--- src/rtl/fruit_game_ctrl_if.sv ---
// ----------------------------------------------------------------------------
// fruit_game_ctrl_if
// Bundles the game controller's frame, cursor, fruit-slot and status signals.
//   master : environment side (video timing, mouse, fruit physics, display)
//            drives frame_tick, start_btn, mouse_*, fruit_* and observes the
//            controller outputs.
//   slave  : controller side; receives the inputs above and drives
//            move_fruit, remove_fruit, spawn_req, start_bg, gg_bg, score,
//            lives and game_over.
// Parameters: NUM_FRUITS slots, COORD_W coordinate width, SCORE_W score width.
// ----------------------------------------------------------------------------
interface fruit_game_ctrl_if #(
   parameter int NUM_FRUITS = 4,
   parameter int COORD_W    = 10,
   parameter int SCORE_W    = 8
);
   logic                          frame_tick;
   logic                          start_btn;
   logic [COORD_W-1:0]            mouse_x;
   logic [COORD_W-1:0]            mouse_y;
   logic                          mouse_click;
   logic [NUM_FRUITS*COORD_W-1:0] fruit_x;
   logic [NUM_FRUITS*COORD_W-1:0] fruit_y;
   logic [NUM_FRUITS-1:0]         fruit_active;
   logic [NUM_FRUITS-1:0]         fruit_bomb;

   logic                          move_fruit;
   logic [NUM_FRUITS-1:0]         remove_fruit;
   logic [NUM_FRUITS-1:0]         spawn_req;
   logic                          start_bg;
   logic                          gg_bg;
   logic [SCORE_W-1:0]            score;
   logic [2:0]                    lives;
   logic                          game_over;

   modport master (
      output frame_tick, start_btn, mouse_x, mouse_y, mouse_click,
             fruit_x, fruit_y, fruit_active, fruit_bomb,
      input  move_fruit, remove_fruit, spawn_req, start_bg, gg_bg,
             score, lives, game_over
   );

   modport slave (
      input  frame_tick, start_btn, mouse_x, mouse_y, mouse_click,
             fruit_x, fruit_y, fruit_active, fruit_bomb,
      output move_fruit, remove_fruit, spawn_req, start_bg, gg_bg,
             score, lives, game_over
   );
endinterface

--- src/rtl/fruit_game_ctrl.sv ---
// ----------------------------------------------------------------------------
// fruit_game_ctrl
// Game-flow controller for a fruit-cutting game. Between frames it lets the
// physics run (PLAY); on each frame tick it walks the fruit slots one per
// cycle (SCAN) scoring cursor hits and charging lives for fruit that fell to
// the floor, then requests at most one new fruit (SPAWN). Running out of
// lives ends the game (GAME_OVER).
// Ports:
//   clk   : system clock, all state on posedge
//   reset : synchronous, active-low
//   bus   : fruit_game_ctrl_if.slave (frame/cursor/fruit inputs, status outs)
// Build option: define BOMB_EN to honour fruit_bomb (a cut bomb empties the
// lives counter, a bomb hitting the floor costs nothing). Without it
// fruit_bomb is ignored and bombs behave as ordinary fruit.
// ----------------------------------------------------------------------------
module fruit_game_ctrl #(
   parameter int NUM_FRUITS  = 4,
   parameter int COORD_W     = 10,
   parameter int HIT_R       = 16,
   parameter int FLOOR_Y     = 479,
   parameter int START_LIVES = 3,
   parameter int SCORE_W     = 8
) (
   input logic              clk,
   input logic              reset,
   fruit_game_ctrl_if.slave bus
);

   localparam int                 IDX_W         = (NUM_FRUITS > 1) ? $clog2(NUM_FRUITS) : 1;
   localparam logic [COORD_W-1:0] HIT_R_C       = COORD_W'(HIT_R);
   localparam logic [COORD_W-1:0] FLOOR_Y_C     = COORD_W'(FLOOR_Y);
   localparam logic [2:0]         START_LIVES_C = 3'(START_LIVES);
   localparam logic [IDX_W-1:0]   LAST_IDX      = IDX_W'(NUM_FRUITS - 1);

   typedef enum logic [2:0] {IDLE, PLAY, SCAN, SPAWN, GAME_OVER} state_t;

   state_t                state_q, state_d;
   logic [IDX_W-1:0]      idx_q, idx_d;
   logic [SCORE_W-1:0]    score_q, score_d;
   logic [2:0]            lives_q, lives_d;
   logic                  click_pend_q, click_pend_d;
   logic                  click_hold_q, click_hold_d;
   logic                  start_prev_q, click_prev_q;
   logic [NUM_FRUITS-1:0] removed_q, removed_d;
   logic [NUM_FRUITS-1:0] remove_q, remove_d;
   logic [NUM_FRUITS-1:0] spawn_q, spawn_d;
   logic                  move_q, move_d;
   logic                  start_bg_q, start_bg_d;
   logic                  over_q, over_d;

   logic                  start_rise, click_rise;
   logic [COORD_W-1:0]    cur_x, cur_y;
   logic                  cur_active, cur_bomb, cur_hit, cur_miss;
   logic [NUM_FRUITS-1:0] spawn_pick;

   // Unsigned distance without wrap-around.
   function automatic logic [COORD_W-1:0] abs_diff(input logic [COORD_W-1:0] a,
                                                   input logic [COORD_W-1:0] b);
      return (a >= b) ? (a - b) : (b - a);
   endfunction

   assign start_rise = bus.start_btn & ~start_prev_q;
   assign click_rise = bus.mouse_click & ~click_prev_q;

   assign cur_x      = bus.fruit_x[int'(idx_q)*COORD_W +: COORD_W];
   assign cur_y      = bus.fruit_y[int'(idx_q)*COORD_W +: COORD_W];
   assign cur_active = bus.fruit_active[idx_q];

`ifdef BOMB_EN
   assign cur_bomb = bus.fruit_bomb[idx_q];
`else
   logic unused_bomb;
   assign unused_bomb = ^bus.fruit_bomb;
   assign cur_bomb    = 1'b0;
`endif

   assign cur_hit  = cur_active & click_pend_q
                   & (abs_diff(bus.mouse_x, cur_x) <= HIT_R_C)
                   & (abs_diff(bus.mouse_y, cur_y) <= HIT_R_C);
   // A hit on the same slot wins over a floor miss.
   assign cur_miss = cur_active & ~cur_hit & (cur_y >= FLOOR_Y_C);

   // Lowest slot that is free now or was cleared during this frame's scan.
   always_comb begin
      logic found;
      spawn_pick = '0;
      found      = 1'b0;
      for (int i = 0; i < NUM_FRUITS; i++) begin
         if (!found && (!bus.fruit_active[i] || removed_q[i])) begin
            spawn_pick[i] = 1'b1;
            found         = 1'b1;
         end
      end
   end

   always_comb begin
      state_d      = state_q;
      idx_d        = idx_q;
      score_d      = score_q;
      lives_d      = lives_q;
      click_pend_d = click_pend_q;
      click_hold_d = click_hold_q;
      removed_d    = removed_q;
      remove_d     = '0;
      spawn_d      = '0;

      case (state_q)
         IDLE: begin
            if (start_rise) begin
               state_d      = PLAY;
               score_d      = '0;
               lives_d      = START_LIVES_C;
               click_pend_d = 1'b0;
               click_hold_d = 1'b0;
            end
         end

         PLAY: begin
            click_pend_d = click_pend_q | click_rise;
            if (bus.frame_tick) begin
               state_d   = SCAN;
               idx_d     = '0;
               removed_d = '0;
            end
         end

         SCAN: begin
            // Clicks arriving mid-scan belong to the next frame.
            click_hold_d = click_hold_q | click_rise;
            if (cur_hit) begin
               remove_d[idx_q]  = 1'b1;
               removed_d[idx_q] = 1'b1;
               if (cur_bomb)
                  lives_d = '0;
               else if (score_q != '1)
                  score_d = score_q + 1'b1;
            end else if (cur_miss) begin
               remove_d[idx_q]  = 1'b1;
               removed_d[idx_q] = 1'b1;
               if (!cur_bomb && lives_q != 3'd0)
                  lives_d = lives_q - 3'd1;
            end
            if (idx_q == LAST_IDX) begin
               state_d      = SPAWN;
               click_pend_d = 1'b0;
            end else begin
               idx_d = idx_q + 1'b1;
            end
         end

         SPAWN: begin
            if (lives_q == 3'd0) begin
               state_d      = GAME_OVER;
               click_hold_d = 1'b0;
            end else begin
               state_d      = PLAY;
               spawn_d      = spawn_pick;
               click_pend_d = click_hold_q | click_rise;
               click_hold_d = 1'b0;
            end
         end

         GAME_OVER: begin
            click_pend_d = 1'b0;
            click_hold_d = 1'b0;
            if (start_rise)
               state_d = IDLE;
         end

         default: state_d = IDLE;
      endcase

      // Status outputs are registered from the next state.
      move_d     = (state_d == PLAY);
      start_bg_d = (state_d == IDLE);
      over_d     = (state_d == GAME_OVER);
   end

   always_ff @(posedge clk) begin
      if (!reset) begin
         state_q      <= IDLE;
         idx_q        <= '0;
         score_q      <= '0;
         lives_q      <= START_LIVES_C;
         click_pend_q <= 1'b0;
         click_hold_q <= 1'b0;
         start_prev_q <= 1'b0;
         click_prev_q <= 1'b0;
         removed_q    <= '0;
         remove_q     <= '0;
         spawn_q      <= '0;
         move_q       <= 1'b0;
         start_bg_q   <= 1'b1;
         over_q       <= 1'b0;
      end else begin
         state_q      <= state_d;
         idx_q        <= idx_d;
         score_q      <= score_d;
         lives_q      <= lives_d;
         click_pend_q <= click_pend_d;
         click_hold_q <= click_hold_d;
         start_prev_q <= bus.start_btn;
         click_prev_q <= bus.mouse_click;
         removed_q    <= removed_d;
         remove_q     <= remove_d;
         spawn_q      <= spawn_d;
         move_q       <= move_d;
         start_bg_q   <= start_bg_d;
         over_q       <= over_d;
      end
   end

   assign bus.move_fruit   = move_q;
   assign bus.remove_fruit = remove_q;
   assign bus.spawn_req    = spawn_q;
   assign bus.start_bg     = start_bg_q;
   assign bus.gg_bg        = over_q;
   assign bus.game_over    = over_q;
   assign bus.score        = score_q;
   assign bus.lives        = lives_q;

endmodule

--- src/flat_wrapper.sv ---
// flat-port wrapper written by rule: the top's interface ports become plain ports
module fruit_game_ctrl_flat 
#(
   parameter int NUM_FRUITS  = 4,
   parameter int COORD_W     = 10,
   parameter int HIT_R       = 16,
   parameter int FLOOR_Y     = 479,
   parameter int START_LIVES = 3,
   parameter int SCORE_W     = 8
)
  (clk, reset, bus_frame_tick, bus_start_btn, bus_mouse_x, bus_mouse_y, bus_mouse_click, bus_fruit_x, bus_fruit_y, bus_fruit_active, bus_fruit_bomb, bus_move_fruit, bus_remove_fruit, bus_spawn_req, bus_start_bg, bus_gg_bg, bus_score, bus_lives, bus_game_over);
  fruit_game_ctrl_if #(.NUM_FRUITS(NUM_FRUITS), .COORD_W(COORD_W), .SCORE_W(SCORE_W)) bus_i ();
  input logic clk;
  input logic reset;
  input wire logic [$bits(bus_i.frame_tick)-1:0] bus_frame_tick;
  input wire logic [$bits(bus_i.start_btn)-1:0] bus_start_btn;
  input wire logic [$bits(bus_i.mouse_x)-1:0] bus_mouse_x;
  input wire logic [$bits(bus_i.mouse_y)-1:0] bus_mouse_y;
  input wire logic [$bits(bus_i.mouse_click)-1:0] bus_mouse_click;
  input wire logic [$bits(bus_i.fruit_x)-1:0] bus_fruit_x;
  input wire logic [$bits(bus_i.fruit_y)-1:0] bus_fruit_y;
  input wire logic [$bits(bus_i.fruit_active)-1:0] bus_fruit_active;
  input wire logic [$bits(bus_i.fruit_bomb)-1:0] bus_fruit_bomb;
  output wire logic [$bits(bus_i.move_fruit)-1:0] bus_move_fruit;
  output wire logic [$bits(bus_i.remove_fruit)-1:0] bus_remove_fruit;
  output wire logic [$bits(bus_i.spawn_req)-1:0] bus_spawn_req;
  output wire logic [$bits(bus_i.start_bg)-1:0] bus_start_bg;
  output wire logic [$bits(bus_i.gg_bg)-1:0] bus_gg_bg;
  output wire logic [$bits(bus_i.score)-1:0] bus_score;
  output wire logic [$bits(bus_i.lives)-1:0] bus_lives;
  output wire logic [$bits(bus_i.game_over)-1:0] bus_game_over;
  assign bus_i.frame_tick = bus_frame_tick;
  assign bus_i.start_btn = bus_start_btn;
  assign bus_i.mouse_x = bus_mouse_x;
  assign bus_i.mouse_y = bus_mouse_y;
  assign bus_i.mouse_click = bus_mouse_click;
  assign bus_i.fruit_x = bus_fruit_x;
  assign bus_i.fruit_y = bus_fruit_y;
  assign bus_i.fruit_active = bus_fruit_active;
  assign bus_i.fruit_bomb = bus_fruit_bomb;
  assign bus_move_fruit = bus_i.move_fruit;
  assign bus_remove_fruit = bus_i.remove_fruit;
  assign bus_spawn_req = bus_i.spawn_req;
  assign bus_start_bg = bus_i.start_bg;
  assign bus_gg_bg = bus_i.gg_bg;
  assign bus_score = bus_i.score;
  assign bus_lives = bus_i.lives;
  assign bus_game_over = bus_i.game_over;
  fruit_game_ctrl #(.NUM_FRUITS(NUM_FRUITS), .COORD_W(COORD_W), .HIT_R(HIT_R), .FLOOR_Y(FLOOR_Y), .START_LIVES(START_LIVES), .SCORE_W(SCORE_W)) u_core (.clk(clk), .reset(reset), .bus(bus_i));
endmodule
--- config.mk ---
export PLATFORM = sky130hd
export DESIGN_NAME = fruit_game_ctrl_flat
export DESIGN_NICKNAME = d
export VERILOG_FILES = /design/src/rtl/fruit_game_ctrl_if.sv /design/src/rtl/fruit_game_ctrl.sv /design/src/flat_wrapper.sv
export SDC_FILE = /design/constraint.sdc
export NUM_CORES = 1
export LEC_CHECK = 0
export BUFFER_PORTS_ARGS = -buffer_cell sky130_fd_sc_hd__buf_2
export CAP_MARGIN = 20
export CORE_UTILIZATION = 28
export CTS_BUF_LIST = sky130_fd_sc_hd__clkbuf_8
export DETAILED_ROUTE_END_ITERATION = 8
export GPL_ROUTABILITY_DRIVEN = 0
export SLEW_MARGIN = 20
export SYNTH_ARGS = -nofsm -noshare
export SYNTH_HDL_FRONTEND = slang
export SYNTH_SLANG_ARGS = --single-unit
--- constraint.sdc ---
create_clock -name clk -period 5.6 [get_ports clk]
set_input_delay 1.12 -clock clk [delete_from_list [all_inputs] [get_ports clk]]
set_output_delay 1.12 -clock clk [all_outputs]
set_load 0.01 [all_outputs]
## Word-level counts from Yosys, hierarchy flattened

Cells that the tools add are included.

- Output and inout bits: 23
- Logic and storage cells: 138
- Flip-flop bits (word level): 35
- Bits of input ports: 113

- Shifts and indexed selects: 2
- Reductions and logical operators: 32
- Multipliers: 1
- Equality and inequality tests: 19
- Mux-type cells: 41
- Magnitude comparators: 7
- $add $sub $neg: 7
- Bitwise operators: 15

Operators with widths:

| kind | number |
|---|---|
| indexed part select 40 x 32 -> 10 bit | 2 |
| subtractor 10 bit | 4 |
| two-way mux 3 bit | 9 |
| two-way mux 8 bit | 3 |
| greater-or-equal comparator 10 bit | 2 |
| less-or-equal comparator 10 x 5 -> 1 bit, second input constant | 2 |
| two-way mux 10 bit | 2 |
| two-way mux 4 bit | 5 |
| case mux 8 bit (2 select lines) | 1 |
| case mux 3 bit (5 select lines) | 1 |
| inequality test 2 x 1 -> 1 bit, second input constant | 6 |
| two-way mux 1 bit | 11 |
| greater-or-equal comparator 10 x 9 -> 1 bit, second input constant | 1 |
| zero test 3 bit | 3 |
| adder 8 x 1 -> 8 bit, second input constant | 1 |
| inequality test 2 bit, second input constant | 4 |
| inequality test 8 bit, second input constant | 1 |
| case mux 4 bit (2 select lines) | 1 |
| AND reduction 4 bit | 2 |
| AND 1 bit | 7 |
| zero test 1 bit | 7 |
| == test 3 x 1 -> 1 bit, second input constant | 2 |
| == test 3 x 2 -> 1 bit, second input constant | 2 |
| == test 3 bit, second input constant | 2 |
| other kinds (27) | 43 |

## Longest topological paths before layout

Gate-level depths: netlist of run 1.

- Word-level depth: 13
- Depth in mapped cells: 17
- Mapped depth without buffers: 13

## Worst setup path before layout of run 1

No wires, ideal clock.

- Kind: flip-flop to flip-flop
- Start point: register u_core.idx_q[0]
- End point: register u_core.score_q[5], in the netlist u_core.bus.score[5]
- Data required time: 5.530 ns
- Period minus slack after synthesis: 4.770 ns
- Arrival time: 4.700 ns
- Slack: 0.830 ns
- Buffers on the path: 4
- Stages on the path, launching flop included: 17
- Setup time: 0.070 ns
- Cells stage by stage: dfxtp_1 clkbuf_1 buf_2 clkbuf_1 mux4_2 ha_1 clkbuf_1 nand2_1 o21bai_1 a21oi_1 or4b_1 a211oi_1 a32o_1 o2111a_2 a21oi_2 or4_1 a21oi_1

- Cells in the longest elaborated chain, start to end: 9
- Elaborated cells on any way between the ends: 20
- Those cells by class: add/sub (4); mul (1); order compare (4); eq/ne (1); shift (2); mux (4); bitwise (3); reduce/logical (1)

RTL lines:

| item | line | RTL |
|---|---|---|
| start, declared | fruit_game_ctrl.sv:38 | `logic [IDX_W-1:0] idx_q, idx_d;` |
| start signal, assigned | fruit_game_ctrl.sv:197 | `idx_q <= idx_d;` |
| multiplier 2 x 3 -> 5 bit | fruit_game_ctrl.sv:65, fruit_game_ctrl.sv:66 |  |
| indexed part select 40 x 32 -> 10 bit | fruit_game_ctrl.sv:65 | `assign cur_x = bus.fruit_x[int'(idx_q)*COORD_W +: COORD_W];` |
| subtractor 10 bit or greater-or-equal comparator 10 bit (tied branches) | fruit_game_ctrl.sv:59 | `return (a >= b) ? (a - b) : (b - a);` |
| two-way mux 10 bit | fruit_game_ctrl.sv:59 |  |
| less-or-equal comparator 10 x 5 -> 1 bit | fruit_game_ctrl.sv:78 | `& (abs_diff(bus.mouse_x, cur_x) <= HIT_R_C)` |
| AND 1 bit | fruit_game_ctrl.sv:78 |  |
| AND 1 bit (*) | fruit_game_ctrl.sv:79 | `& (abs_diff(bus.mouse_y, cur_y) <= HIT_R_C);` |
| inequality test 2 x 1 -> 1 bit (no source line) (*) | -- |  |
| AND reduction 4 bit (no source line) (*) | -- |  |
| end signal, assigned | fruit_game_ctrl.sv:198 | `score_q <= score_d;` |
| end, declared | fruit_game_ctrl.sv:39 | `logic [SCORE_W-1:0] score_q, score_d;` |

Mark *: on every way between the ends. The rest lies on a longest branch, timed or not. The select of a mux whose other input is x is not followed.
A chain may end at the register's enable or synchronous reset.

## Worst setup path in the final report of run 1

- Start point: input port bus_fruit_y[35]
- End point: register u_core.score_q[7], in the netlist u_core.bus.score[7]

- Cells in the longest elaborated chain, start to end: 7
- Elaborated cells on any way between the ends: 9
- Those cells by class: add/sub (2); order compare (2); eq/ne (1); shift (1); mux (1); bitwise (1); reduce/logical (1)

RTL lines:

| item | line | RTL |
|---|---|---|
| start, declared | flat_wrapper.sv:21 | `input wire logic [$bits(bus_i.fruit_y)-1:0] bus_fruit_y;` |
| indexed part select 40 x 32 -> 10 bit (*) | fruit_game_ctrl.sv:66 | `assign cur_y = bus.fruit_y[int'(idx_q)*COORD_W +: COORD_W];` |
| subtractor 10 bit or greater-or-equal comparator 10 bit (tied branches) | fruit_game_ctrl.sv:59 |  |
| two-way mux 10 bit (*) | fruit_game_ctrl.sv:59 |  |
| less-or-equal comparator 10 x 5 -> 1 bit (*) | fruit_game_ctrl.sv:79 |  |
| AND 1 bit (*) | fruit_game_ctrl.sv:79 |  |
| inequality test 2 x 1 -> 1 bit (no source line) (*) | -- |  |
| AND reduction 4 bit (no source line) (*) | -- |  |

Mark *: on every way between the ends. The rest lies on a longest branch, timed or not.

==> results of run 1 <==
layer usage:
| layer | vias up | global-route usage [%] | share of wire [%] | routed length, µm |
|---|---|---|---|---|
| met1 | 1912 | 19.8 | 42 | 4740 |
| met5 | - | 0 | 0 | 0 |
| met2 | 135 | 27.5 | 51 | 5820 |
| met3 | 13 | 1.65 | 5.8 | 657 |
| met4 | 0 | 2.39 | 1.3 | 146 |
| li1 | 1949 | - | - | - |
worst max-delay path: cells and delay by family:
| family | cells | cell delay (ns) |
|---|---|---|
| compound gates | 7 | 1.89 |
| xor+xnor | 1 | 0.18 |
| fa+ha+maj | 1 | 0.43 |
| buf+inv | 1 | 0.10 |
| mux | 1 | 0.48 |
| simple gates | 2 | 1.01 |
final cells by class:
class,instances,area [µm²],share of cell area [%]
well taps,176,220,4.59
clock inverters,3,16.3,0.339
inverters,51,191,3.99
flip-flops and latches,35,702,14.6
multi-input cells,363,2930,60.9
clock buffers,5,68.8,1.43
diodes,2,5.00,0.104
repair buffers,133,671,14.0
registers in the layout, indices dropped and copies added (netlist names), 2 cells and up:
register	flops
u_core.bus.lives	3
u_core.state_q	3
u_core.removed_q	4
u_core.bus.remove_fruit	4
u_core.bus.spawn_req	4
u_core.idx_q	2
u_core.bus.score	8
logic make-up after synthesis:
| logic type | synth area share [%] |
|---|---|
| adders and majority gates | 14.3 |
| AOI/OAI and AO/OA | 23.9 |
| and+or+nand+nor | 20.6 |
| xor gates and xnor gates | 2.22 |
| muxes | 13.3 |
| buffers and inverters | 8.03 |
| DFF | 17.8 |
per-stage QoR:
step | hold slack, ns | total power [mW]
6_report | 0.463 | 0.745
5_1_grt | 0.485 | 0.795
4_1_cts | 0.469 | 0.749
3_5_place_dp | 0.452 | 0.571
3_3_place_gp | 0.443 | 0.564
2_1_floorplan | 0.422 | 0.483
layout by cell type, fill, tap and decap left out, types with 8 or more instances in the layout:
master and count:
sky130_fd_sc_hd__o21a_1 9, sky130_fd_sc_hd__o211ai_1 9, sky130_fd_sc_hd__xnor2_1 8, sky130_fd_sc_hd__nor2_1 17
sky130_fd_sc_hd__inv_1 52, sky130_fd_sc_hd__nor2b_1 17, sky130_fd_sc_hd__dfxtp_1 34, sky130_fd_sc_hd__buf_2 131
sky130_fd_sc_hd__ha_1 45, sky130_fd_sc_hd__o21ai_0 23, sky130_fd_sc_hd__a21oi_1 37, sky130_fd_sc_hd__nand2_1 31
sky130_fd_sc_hd__and2_1 14, sky130_fd_sc_hd__a21o_1 11, sky130_fd_sc_hd__mux4_2 21, sky130_fd_sc_hd__nand3_1 12
sky130_fd_sc_hd__nor3_1 9
final timing paths:
path / startpoint / endpoint / slack [ns] / cells past startpoint
setup reg to reg: u_core.idx_q[0]$_SDFFE_PN0P_ / u_core.bus.score[7]$_SDFFE_PN0P_ / 0.68 / 12
hold reg to reg: u_core.removed_q[1]$_SDFFE_PN0P_ / u_core.removed_q[1]$_SDFFE_PN0P_ / 0.46 / 1
setup / recovery: bus_fruit_y[35] / u_core.bus.score[7]$_SDFFE_PN0P_ / 0.60 / 13
hold / removal: u_core.removed_q[1]$_SDFFE_PN0P_ / u_core.removed_q[1]$_SDFFE_PN0P_ / 0.46 / 1
report_power, final:
part	total, mW	internal [mW]	switching, mW
clock network	0.177	0.0851	0.0921
registers	0.260	0.255	0.00581
logic	0.308	0.141	0.166
total	0.745	0.481	0.264
==> impl_summary.log, run 1 <==
INFO  metric status = finished clean
INFO  metric maximum_number_of_pins_on_one_net_before_global_route_repair = 19
INFO  metric clock_root_buffer = sky130_fd_sc_hd__clkbuf_8
INFO  metric pin_count = 136
INFO  metric setup_repair_after_global_routing_missed_its_margin = false
INFO  metric post-cts-setup-buffers = 0
INFO  metric cts.htree.levels = 2
INFO  metric drt_pre_antenna_iters = 6
INFO  metric synthesis.area = 0.00394 mm²
INFO  metric synth_seq_cells = 35
INFO  metric rows = 42
INFO  metric initialDrtViolationCount = 139
INFO  metric timing.critical_path.arrival = 5.21 ns
INFO  metric clk-insertion-delay-late = 0.28 ns
INFO  metric grt_pass1_vias = 3780
INFO  metric via_count = 4009
INFO  metric final_layout_size_suffix_gt1_share = 30.0%
INFO  metric clock_tree.buffer_depth = 2
INFO  metric syn_area_per_cell = 8.32 µm²
INFO  metric antenna_violating_nets_post_route = 0
INFO  metric critPathMostFrequentCell = sky130_fd_sc_hd__a21oi_1
INFO  metric finalCritPeriodShare = 89.3%
INFO  metric start_kind = input pin
INFO  metric fillers = 1405
INFO  metric grt_pass1_wl = 18200 µm
INFO  metric period_needed = 5.00 ns
INFO  metric cts_inserted_buffers = 5
INFO  metric route.detailed.drc = 0
INFO  metric timing.final.max_slew_violations = 0
INFO  metric async_flop_share = 0%
INFO  metric cp_slowest_cell = sky130_fd_sc_hd__o21ai_1
INFO  metric crit_fanout = 16
INFO  metric timing.setup.critical_path_class = input pin to register
INFO  metric cts.sinks = 35
INFO  metric overflow = 0
INFO  metric synth_nets = 632
INFO  metric grt_antenna_before_repair = 2
INFO  metric initial_utilization = 29.2%
INFO  metric finalWirelength = 11400 µm
INFO  metric yosysWarningCount = 0
INFO  metric finClkSkew = 0.00631 ns
INFO  metric timing_hold_violations_final = 0
INFO  metric instances_no_fill = 768
INFO  metric cell_types_with_the_largest_area_share_after_synthesis = sky130_fd_sc_hd__dfxtp_1, sky130_fd_sc_hd__ha_1, sky130_fd_sc_hd__mux4_2
INFO  metric post-synth-top-count-cell = sky130_fd_sc_hd__inv_1
INFO  metric fmax = 200 MHz
INFO  metric stdcell_area = 0.00480 mm²
INFO  metric power_leakage = 2.26 nW
INFO  metric floorplan.die_area = 0.0146 mm²
INFO  metric globalRouteTotalUtil = 15.3%
INFO  metric syn-instance-count = 474
INFO  metric placement.io_buffers = 131
INFO  metric synth-edff-count = 0
INFO  metric pre_cts_slack = 0.425 ns
INFO  metric totalNegativeSetupSlack = 0 ns
INFO  metric floorplan.die.height = 121 µm
INFO  metric dp_hpwl = 9530 µm
INFO  metric yosysTopAreaCellShare = 17.8%
INFO  metric post_synth_most_frequent_cells = sky130_fd_sc_hd__inv_1, sky130_fd_sc_hd__ha_1, sky130_fd_sc_hd__a21oi_1, sky130_fd_sc_hd__dfxtp_1, sky130_fd_sc_hd__nand2_1
INFO  metric required = 5.81 ns
INFO  metric placedCellCount = 758
INFO  metric hp-class = register to register
INFO  metric layout-area-overhead-vs-synth = 21.7%
INFO  metric die_w = 121 µm
INFO  metric post_cts_resized = 0
INFO  metric cellPowerDensity = 155 mW/mm²
INFO  metric design.final.nets = 747
INFO  metric avgViaCountPerCell = 5.22
INFO  metric final_critical_path_setup_slack = 0.599 ns
INFO  metric timing.slew.headroom = 46.8%
INFO  metric cp-end-kind = register
INFO  metric place_area = 0.00471 mm²
INFO  metric synth.distinct_cells = 68
INFO  metric cap_viol_max_count = 0
INFO  metric timing_worst_slew_pin_value = 0.798 ns
INFO  metric max_stage_delay = 0.62 ns
INFO  metric core-area = 0.0135 mm²
INFO  metric routed_length_per_instance = 14.8 µm
INFO  metric ys.flop_type = sky130_fd_sc_hd__dfxtp_1
INFO  metric synth.largest_area_cell = sky130_fd_sc_hd__dfxtp_1
INFO  metric setup_violations = 0
INFO  metric tritoncts = done
INFO  metric post_layout_util = 35.5%
INFO  metric vdd.ir_drop.worst = 0.107 mV
INFO  metric clk_pin_slew_worst_paths = 0.07 ns
INFO  metric critical_path_cell_by_cell = buf_2, mux4_2, ha_1, a21oi_1, o21ai_0, o21ai_1, a32oi_1, xnor2_1, nor4bb_1, o2111a_2, a21oi_2, or4_1, a21oi_1
INFO  metric ys_seq_area_share = 17.8%
INFO  metric cts_hold_repair.buffers = 0
Note: power is estimated with default switching activity, not from simulation.
==> run 2, diff against run 1 <==
--- a/config.mk
+++ b/config.mk
@@ -11,6 +11,7 @@
 export CTS_BUF_LIST = sky130_fd_sc_hd__clkbuf_8
 export DETAILED_ROUTE_END_ITERATION = 8
 export GPL_ROUTABILITY_DRIVEN = 0
+export PLACE_DENSITY_LB_ADDON = 0.15
 export SLEW_MARGIN = 20
 export SYNTH_ARGS = -nofsm -noshare
 export SYNTH_HDL_FRONTEND = slang
==> run 2 against run 1 <==
Highest routed layer is now met5. Largest power group unchanged. Worst hold slack worse by 0.0064 ns. Routed wire length is 1.1% lower. First-iteration DRC count is 4.3% higher. Design area is 0.29% lower. Sequential power hardly changed. Flip-flop and latch count stayed put. Cell count is 0.52% lower. Die area stayed put.
==> impl_summary.log, run 2 (synthesis gave the netlist of run 1 again) <==
INFO  metric period_needed = 4.75 ns
INFO  metric finClkSkew = 0.00821 ns
INFO  metric cellPowerDensity = 154 mW/mm²
INFO  metric crit_fanout = 16
INFO  metric layout.cells.most_common = sky130_fd_sc_hd__buf_2
INFO  metric worst_r2r_startpoint = u_core.idx_q[0]$_SDFFE_PN0P_
INFO  metric dp_hpwl = 9320 µm
INFO  metric floorplan.die_area = 0.0146 mm²
INFO  metric vdd.ir_drop.worst = 0.137 mV
INFO  metric die_w = 121 µm
INFO  metric timing_worst_slew_pin_value = 0.834 ns
INFO  metric cts.htree.levels = 2
INFO  metric required = 5.82 ns
INFO  metric routed_length_per_instance = 14.7 µm
INFO  metric finalCritPeriodShare = 84.7%
INFO  metric totalNegativeSetupSlack = 0 ns
INFO  metric stdcell_area = 0.00479 mm²
INFO  metric post_cts_resized = 0
INFO  metric cap_viol_max_count = 0
INFO  metric place_area = 0.00471 mm²
INFO  metric rows = 42
INFO  metric clock_root_buffer = sky130_fd_sc_hd__clkbuf_8
INFO  metric setup_repair_after_global_routing_missed_its_margin = false
INFO  metric grt_antenna_before_repair = 1
INFO  metric fillers = 1435
INFO  metric clk-insertion-delay-late = 0.28 ns
INFO  metric post-cts-setup-buffers = 0
INFO  metric worst_hold_startpoint = u_core.removed_q[3]$_SDFFE_PN0P_
INFO  metric cts.sinks = 35
INFO  metric hp-class = register to register
INFO  metric total_power = 736 µW
INFO  metric post_layout_util = 35.4%
INFO  metric antenna_violating_nets_post_route = 0
INFO  metric core-area = 0.0135 mm²
INFO  metric clk_pin_slew_worst_paths = 0.07 ns
INFO  metric timing.final.max_slew_violations = 0
INFO  metric maximum_number_of_pins_on_one_net_before_global_route_repair = 19
INFO  metric fmax = 211 MHz
INFO  metric cts_inserted_buffers = 5
INFO  metric grt_pass1_vias = 3691
INFO  metric floorplan.die.height = 121 µm
INFO  metric clock_tree.buffer_depth = 2
INFO  metric drt_pre_antenna_iters = 4
INFO  metric avgViaCountPerCell = 5.05
INFO  metric power_leakage = 2.25 nW
INFO  metric holdWs = 0.457 ns
INFO  metric final_layout_size_suffix_gt1_share = 29.9%
INFO  metric globalRouteTotalUtil = 15.2%
INFO  metric diodes = 0
INFO  metric timing_hold_violations_final = 0
INFO  metric mostFrequentLayoutCells = sky130_fd_sc_hd__buf_2, sky130_fd_sc_hd__inv_1, sky130_fd_sc_hd__ha_1
INFO  metric pin_count = 136
INFO  metric design.final.nets = 747
INFO  metric timing.slew.headroom = 44.3%
INFO  metric via_count = 3856
INFO  metric setup_violations = 0
INFO  metric status = finished clean
INFO  metric overflow = 0
INFO  metric start_kind = input pin
INFO  metric initialDrtViolationCount = 145
INFO  metric finalWirelength = 11200 µm
INFO  metric largest_register_ffs = 8
INFO  metric route.detailed.drc = 0
INFO  metric placement.io_buffers = 131
INFO  metric cts_hold_repair.buffers = 0
INFO  metric initial_utilization = 29.2%
INFO  metric timing.critical_path.arrival = 4.96 ns
INFO  metric layout-area-overhead-vs-synth = 21.4%
INFO  metric critical_path.startpoint = bus_fruit_y[33]
INFO  metric grt_pass1_wl = 17800 µm
INFO  metric cp-end-kind = register
INFO  metric timing.setup.critical_path_class = input pin to register
INFO  metric tritoncts = done
## run 2: changes by cell type in the layout (fill, tap and decap cells not counted)
cell,change
sky130_fd_sc_hd__diode_2,-2
sky130_fd_sc_hd__clkinv_2,-1
sky130_fd_sc_hd__inv_1,-1
## run 2: layout make-up
cell class / count / area (µm²) / share of cell area, %
inverter: 51 / 191 / 4.00
sequential: 35 / 702 / 14.7
timing repair buffer: 133 / 671 / 14.0
clock buffer: 5 / 68.8 / 1.44
clock inverter: 1 / 7.51 / 0.157
multi-input combinational: 363 / 2930 / 61.1
tap: 176 / 220 / 4.60
## run 2: worst paths after layout
kind | end | slack, ns | cells past startpoint
setup reg to reg | u_core.bus.score[5]$_SDFFE_PN0P_ | 0.88 | 13
hold / removal | u_core.removed_q[3]$_SDFFE_PN0P_ | 0.46 | 1
hold reg to reg | u_core.removed_q[3]$_SDFFE_PN0P_ | 0.46 | 1
setup / recovery | u_core.bus.score[5]$_SDFFE_PN0P_ | 0.85 | 13
## run 2: critical path: stages
cell                        delay, ns
sky130_fd_sc_hd__buf_2           0.09
sky130_fd_sc_hd__mux4_2          0.50
sky130_fd_sc_hd__ha_1            0.43
sky130_fd_sc_hd__a21oi_1         0.24
sky130_fd_sc_hd__o21ai_0         0.14
sky130_fd_sc_hd__o21a_1          0.24
sky130_fd_sc_hd__a2111oi_0       0.54
sky130_fd_sc_hd__nor3_1          0.12
sky130_fd_sc_hd__a2111oi_2       0.39
sky130_fd_sc_hd__o2111a_2        0.32
sky130_fd_sc_hd__a21oi_2         0.17
sky130_fd_sc_hd__or4_1           0.50
sky130_fd_sc_hd__a21oi_1         0.14
## run 2: metrics by stage
stage,worst slack [ns],cells
after floorplan,0.830,474
after global placement,0.624,758
after detailed placement,0.597,758
after CTS,0.794,764
after global routing,0.545,764
final,0.855,764
## run 2: report_power, final
| part | total, mW | leakage, nW | switching [mW] | internal, mW |
|---|---|---|---|---|
| combinational | 0.307 | 1.93 | 0.165 | 0.141 |
| sequential | 0.260 | 0.284 | 0.00570 | 0.255 |
| clock | 0.168 | 0.0361 | 0.0858 | 0.0825 |
| total | 0.736 | 2.25 | 0.257 | 0.479 |
## run 2: per-layer routing
layer	wire length (µm)	part of all wire (%)	vias to the layer above	global-route usage, %
li1	-	-	1958	-
met1	5200	46	1780	19.9
met2	5280	47	112	26.3
met3	726	6.5	4	2.88
met4	27	0.24	2	1.93
met5	13	0.12	-	0
==> run 3, diff against run 2 <==
==> constraint.sdc (replaced) <==
create_clock -name clk -period 3.81 [get_ports clk]
set_input_delay 0.762 -clock clk [delete_from_list [all_inputs] [get_ports clk]]
set_output_delay 0.762 -clock clk [all_outputs]
set_load 0.01 [all_outputs]
==> run 3 against run 2 <==
Cell count up 11%. The run now ends with setup timing left. Via count up 7.4%. Count of clock-buffer cells in the layout unchanged. Largest power group unchanged. Die area is the same. Clock skew shrank 0.0028 ns. Total power up 84%. Flip-flop and latch count did not move.
==> impl_summary.log, run 3 (synthesis gave the netlist of run 1 again) <==
INFO  metric status = complete, but fails checks
INFO  metric failed_checks = setup timing
INFO  metric cts_inserted_buffers = 5
INFO  metric globalRouteTotalUtil = 16.1%
INFO  metric tritoncts = done
INFO  metric multi_input_comb_area = 0.00324 mm²
INFO  metric power.share.sequential = 28.2%
INFO  metric stdcell_area = 0.00581 mm²
INFO  metric route.detailed.drc = 0
INFO  metric via_count = 4141
INFO  metric clock_power_share = 24.0%
INFO  metric switching_share = 32.9%
INFO  metric floorplan.die.height = 121 µm
INFO  metric initialDrtViolationCount = 93
INFO  metric maximum_number_of_pins_on_one_net_before_global_route_repair = 19
INFO  metric mostFrequentLayoutCells = sky130_fd_sc_hd__buf_2, sky130_fd_sc_hd__buf_4, sky130_fd_sc_hd__inv_1
INFO  metric grt_antenna_before_repair = 0
INFO  metric clk-insertion-delay-late = 0.28 ns
INFO  metric holdPathEnd = u_core.bus.spawn_req[3]$_SDFF_PP0_
INFO  metric setup_repair_after_global_routing_missed_its_margin = true
INFO  metric timing.final.max_slew_violations = 0
INFO  metric timing.setup.critical_path_class = input pin to register
INFO  metric cap_viol_max_count = 0
INFO  metric grt_pass1_wl = 19100 µm
INFO  metric drt_pre_antenna_iters = 4
INFO  metric placement.io_buffers = 131
INFO  metric avgViaCountPerCell = 4.89
INFO  metric max_stage_delay = 0.51 ns
INFO  metric core-area = 0.0135 mm²
INFO  metric grt_pass1_vias = 4027
INFO  metric cp.buffers_inverters = 2
INFO  metric largest_register_ffs = 8
INFO  metric final_layout_size_suffix_gt1_share = 44.6%
INFO  metric place_area = 0.00538 mm²
INFO  metric clock_root_buffer = sky130_fd_sc_hd__clkbuf_8
INFO  metric fmax = 254 MHz
INFO  metric timing_worst_slew_pin_value = 0.428 ns
INFO  metric overflow = 0
INFO  metric rows = 42
INFO  metric kind_of_cell_adding_the_most_delay_to_the_critical_path = simple AND/OR/NAND/NOR gates
INFO  metric critical_path_cell_by_cell = buf_2, mux4_2, ha_4, buf_6, nand4_4, or3_4, and2_4, a22oi_2, xnor2_2, a2111oi_4, o2111a_2, a21oi_4, or4_4, a21oi_2
INFO  metric design.final.nets = 829
INFO  metric crit-reg2reg-capture = u_core.bus.score[7]$_SDFFE_PN0P_
INFO  metric cts.htree.levels = 2
INFO  metric final_critical_path_setup_slack = -0.123 ns
INFO  metric antenna_violating_nets_post_route = 0
INFO  metric worst_reg_to_reg_path_cell_count = 14
INFO  metric worst_r2r_setup_slack = -0.11 ns
INFO  metric cp_slowest_cell = sky130_fd_sc_hd__mux4_2
INFO  metric finClkSkew = 0.00544 ns
INFO  metric cp-end-kind = register
INFO  metric crit_fanout = 8
INFO  metric required = 4.02 ns
INFO  metric clock_tree.buffer_depth = 2
INFO  metric worst_r2r_startpoint = u_core.idx_q[0]$_SDFFE_PN0P_
INFO  metric dp_hpwl = 9910 µm
INFO  metric cts.sinks = 35
INFO  metric diodes = 0
INFO  metric power_leakage = 2.74 nW
INFO  metric vdd.ir_drop.worst = 0.196 mV
INFO  metric pin_count = 136
INFO  metric cellPowerDensity = 233 mW/mm²
INFO  metric timing.critical_path.arrival = 4.15 ns
INFO  metric clk_pin_slew_worst_paths = 0.07 ns
INFO  metric worst_hold_startpoint = u_core.removed_q[2]$_SDFFE_PN0P_
INFO  metric holdWs = 0.455 ns
INFO  metric sequential_cell_area = 704 µm²
INFO  metric netSwitchingPower = 445 µW
INFO  metric hp-class = register to register
INFO  metric power.internal = 906 µW
INFO  metric combinational_power_share = 47.8%
INFO  metric fillers = 1369
INFO  metric initial_utilization = 29.2%
INFO  metric setup_violations = 8
INFO  metric start_kind = input pin
INFO  metric timing.slew.headroom = 71.2%
INFO  metric routed_length_per_instance = 14.1 µm
INFO  metric floorplan.die_area = 0.0146 mm²
INFO  metric finalCritPeriodShare = 103%
INFO  metric worstHoldPathCells = 1
INFO  metric period_needed = 3.93 ns
INFO  metric timing_hold_violations_final = 0
INFO  metric die_w = 121 µm
INFO  metric finalWirelength = 12000 µm
INFO  metric layout-area-overhead-vs-synth = 47.3%
INFO  metric layout.cells.most_common = sky130_fd_sc_hd__buf_2
[run 3: metrics by stage]
stage	utilization, %	setup slack (ns)	cells	power [mW]	setup TNS [ns]
2_1_floorplan	-	-0.219	474	0.731	-0.990
3_3_place_gp	39.9	-0.515	832	0.944	-6.59
3_5_place_dp	39.9	-0.604	832	0.951	-7.87
4_1_cts	42.0	-0.115	841	1.33	-0.419
5_1_grt	43.0	-0.251	847	1.44	-2.37
6_report	43.0	-0.123	847	1.35	-0.580
[run 3: how the worst max path moves through the flow]
stage                     slack, ns  cells after the start                               end                    startpoint
final                         -0.12                     14  u_core.bus.score[7]$_SDFFE_PN0P_               bus_fruit_y[35]
after CTS                     -0.11                     14  u_core.bus.score[7]$_SDFFE_PN0P_  u_core.idx_q[0]$_SDFFE_PN0P_
after global placement        -0.51                     14  u_core.bus.score[7]$_SDFFE_PN0P_               bus_fruit_y[35]
after detailed placement      -0.60                     13  u_core.bus.score[7]$_SDFFE_PN0P_               bus_fruit_y[35]
after global routing          -0.25                     14  u_core.bus.score[5]$_SDFFE_PN0P_  u_core.idx_q[0]$_SDFFE_PN0P_
after floorplan               -0.22                     14  u_core.bus.score[5]$_SDFFE_PN0P_               bus_fruit_y[36]
[run 3: cell type report]
class	count	share of cell area (%)
inverter	51	3.30
sequential	35	12.1
clock inverter	2	0.647
tap	176	3.79
multi-input combinational	363	55.8
timing repair buffer	215	23.1
clock buffer	5	1.19
[run 3: power groups by stage]
stage | combinational (mW) | clock [mW] | sequential (mW)
after floorplan | 0.343 | 0 | 0.389
after global placement | 0.555 | 0 | 0.390
after detailed placement | 0.561 | 0 | 0.390
after CTS | 0.614 | 0.336 | 0.381
after global routing | 0.706 | 0.351 | 0.383
final | 0.645 | 0.324 | 0.381
[run 3: routing by layer]
layer  GRT usage (%)  share of wire [%]  up-vias
met5               0                  0        -
met4            2.39               0.52        0
met3            1.70                4.7        6
met2            28.4                 48      101
met1            21.5                 47     1910
li1                -                  -     2124
[run 3: timing repair]
action | 4_1_cts | 5_1_grt
pin swaps | 6 | 13
gates cloned | 0 | 0
buffers inserted | 2 | 6
hold buffers | 0 | 0
gates resized for setup | 31 | 18
endpoints found under the setup margin | 19 | 14
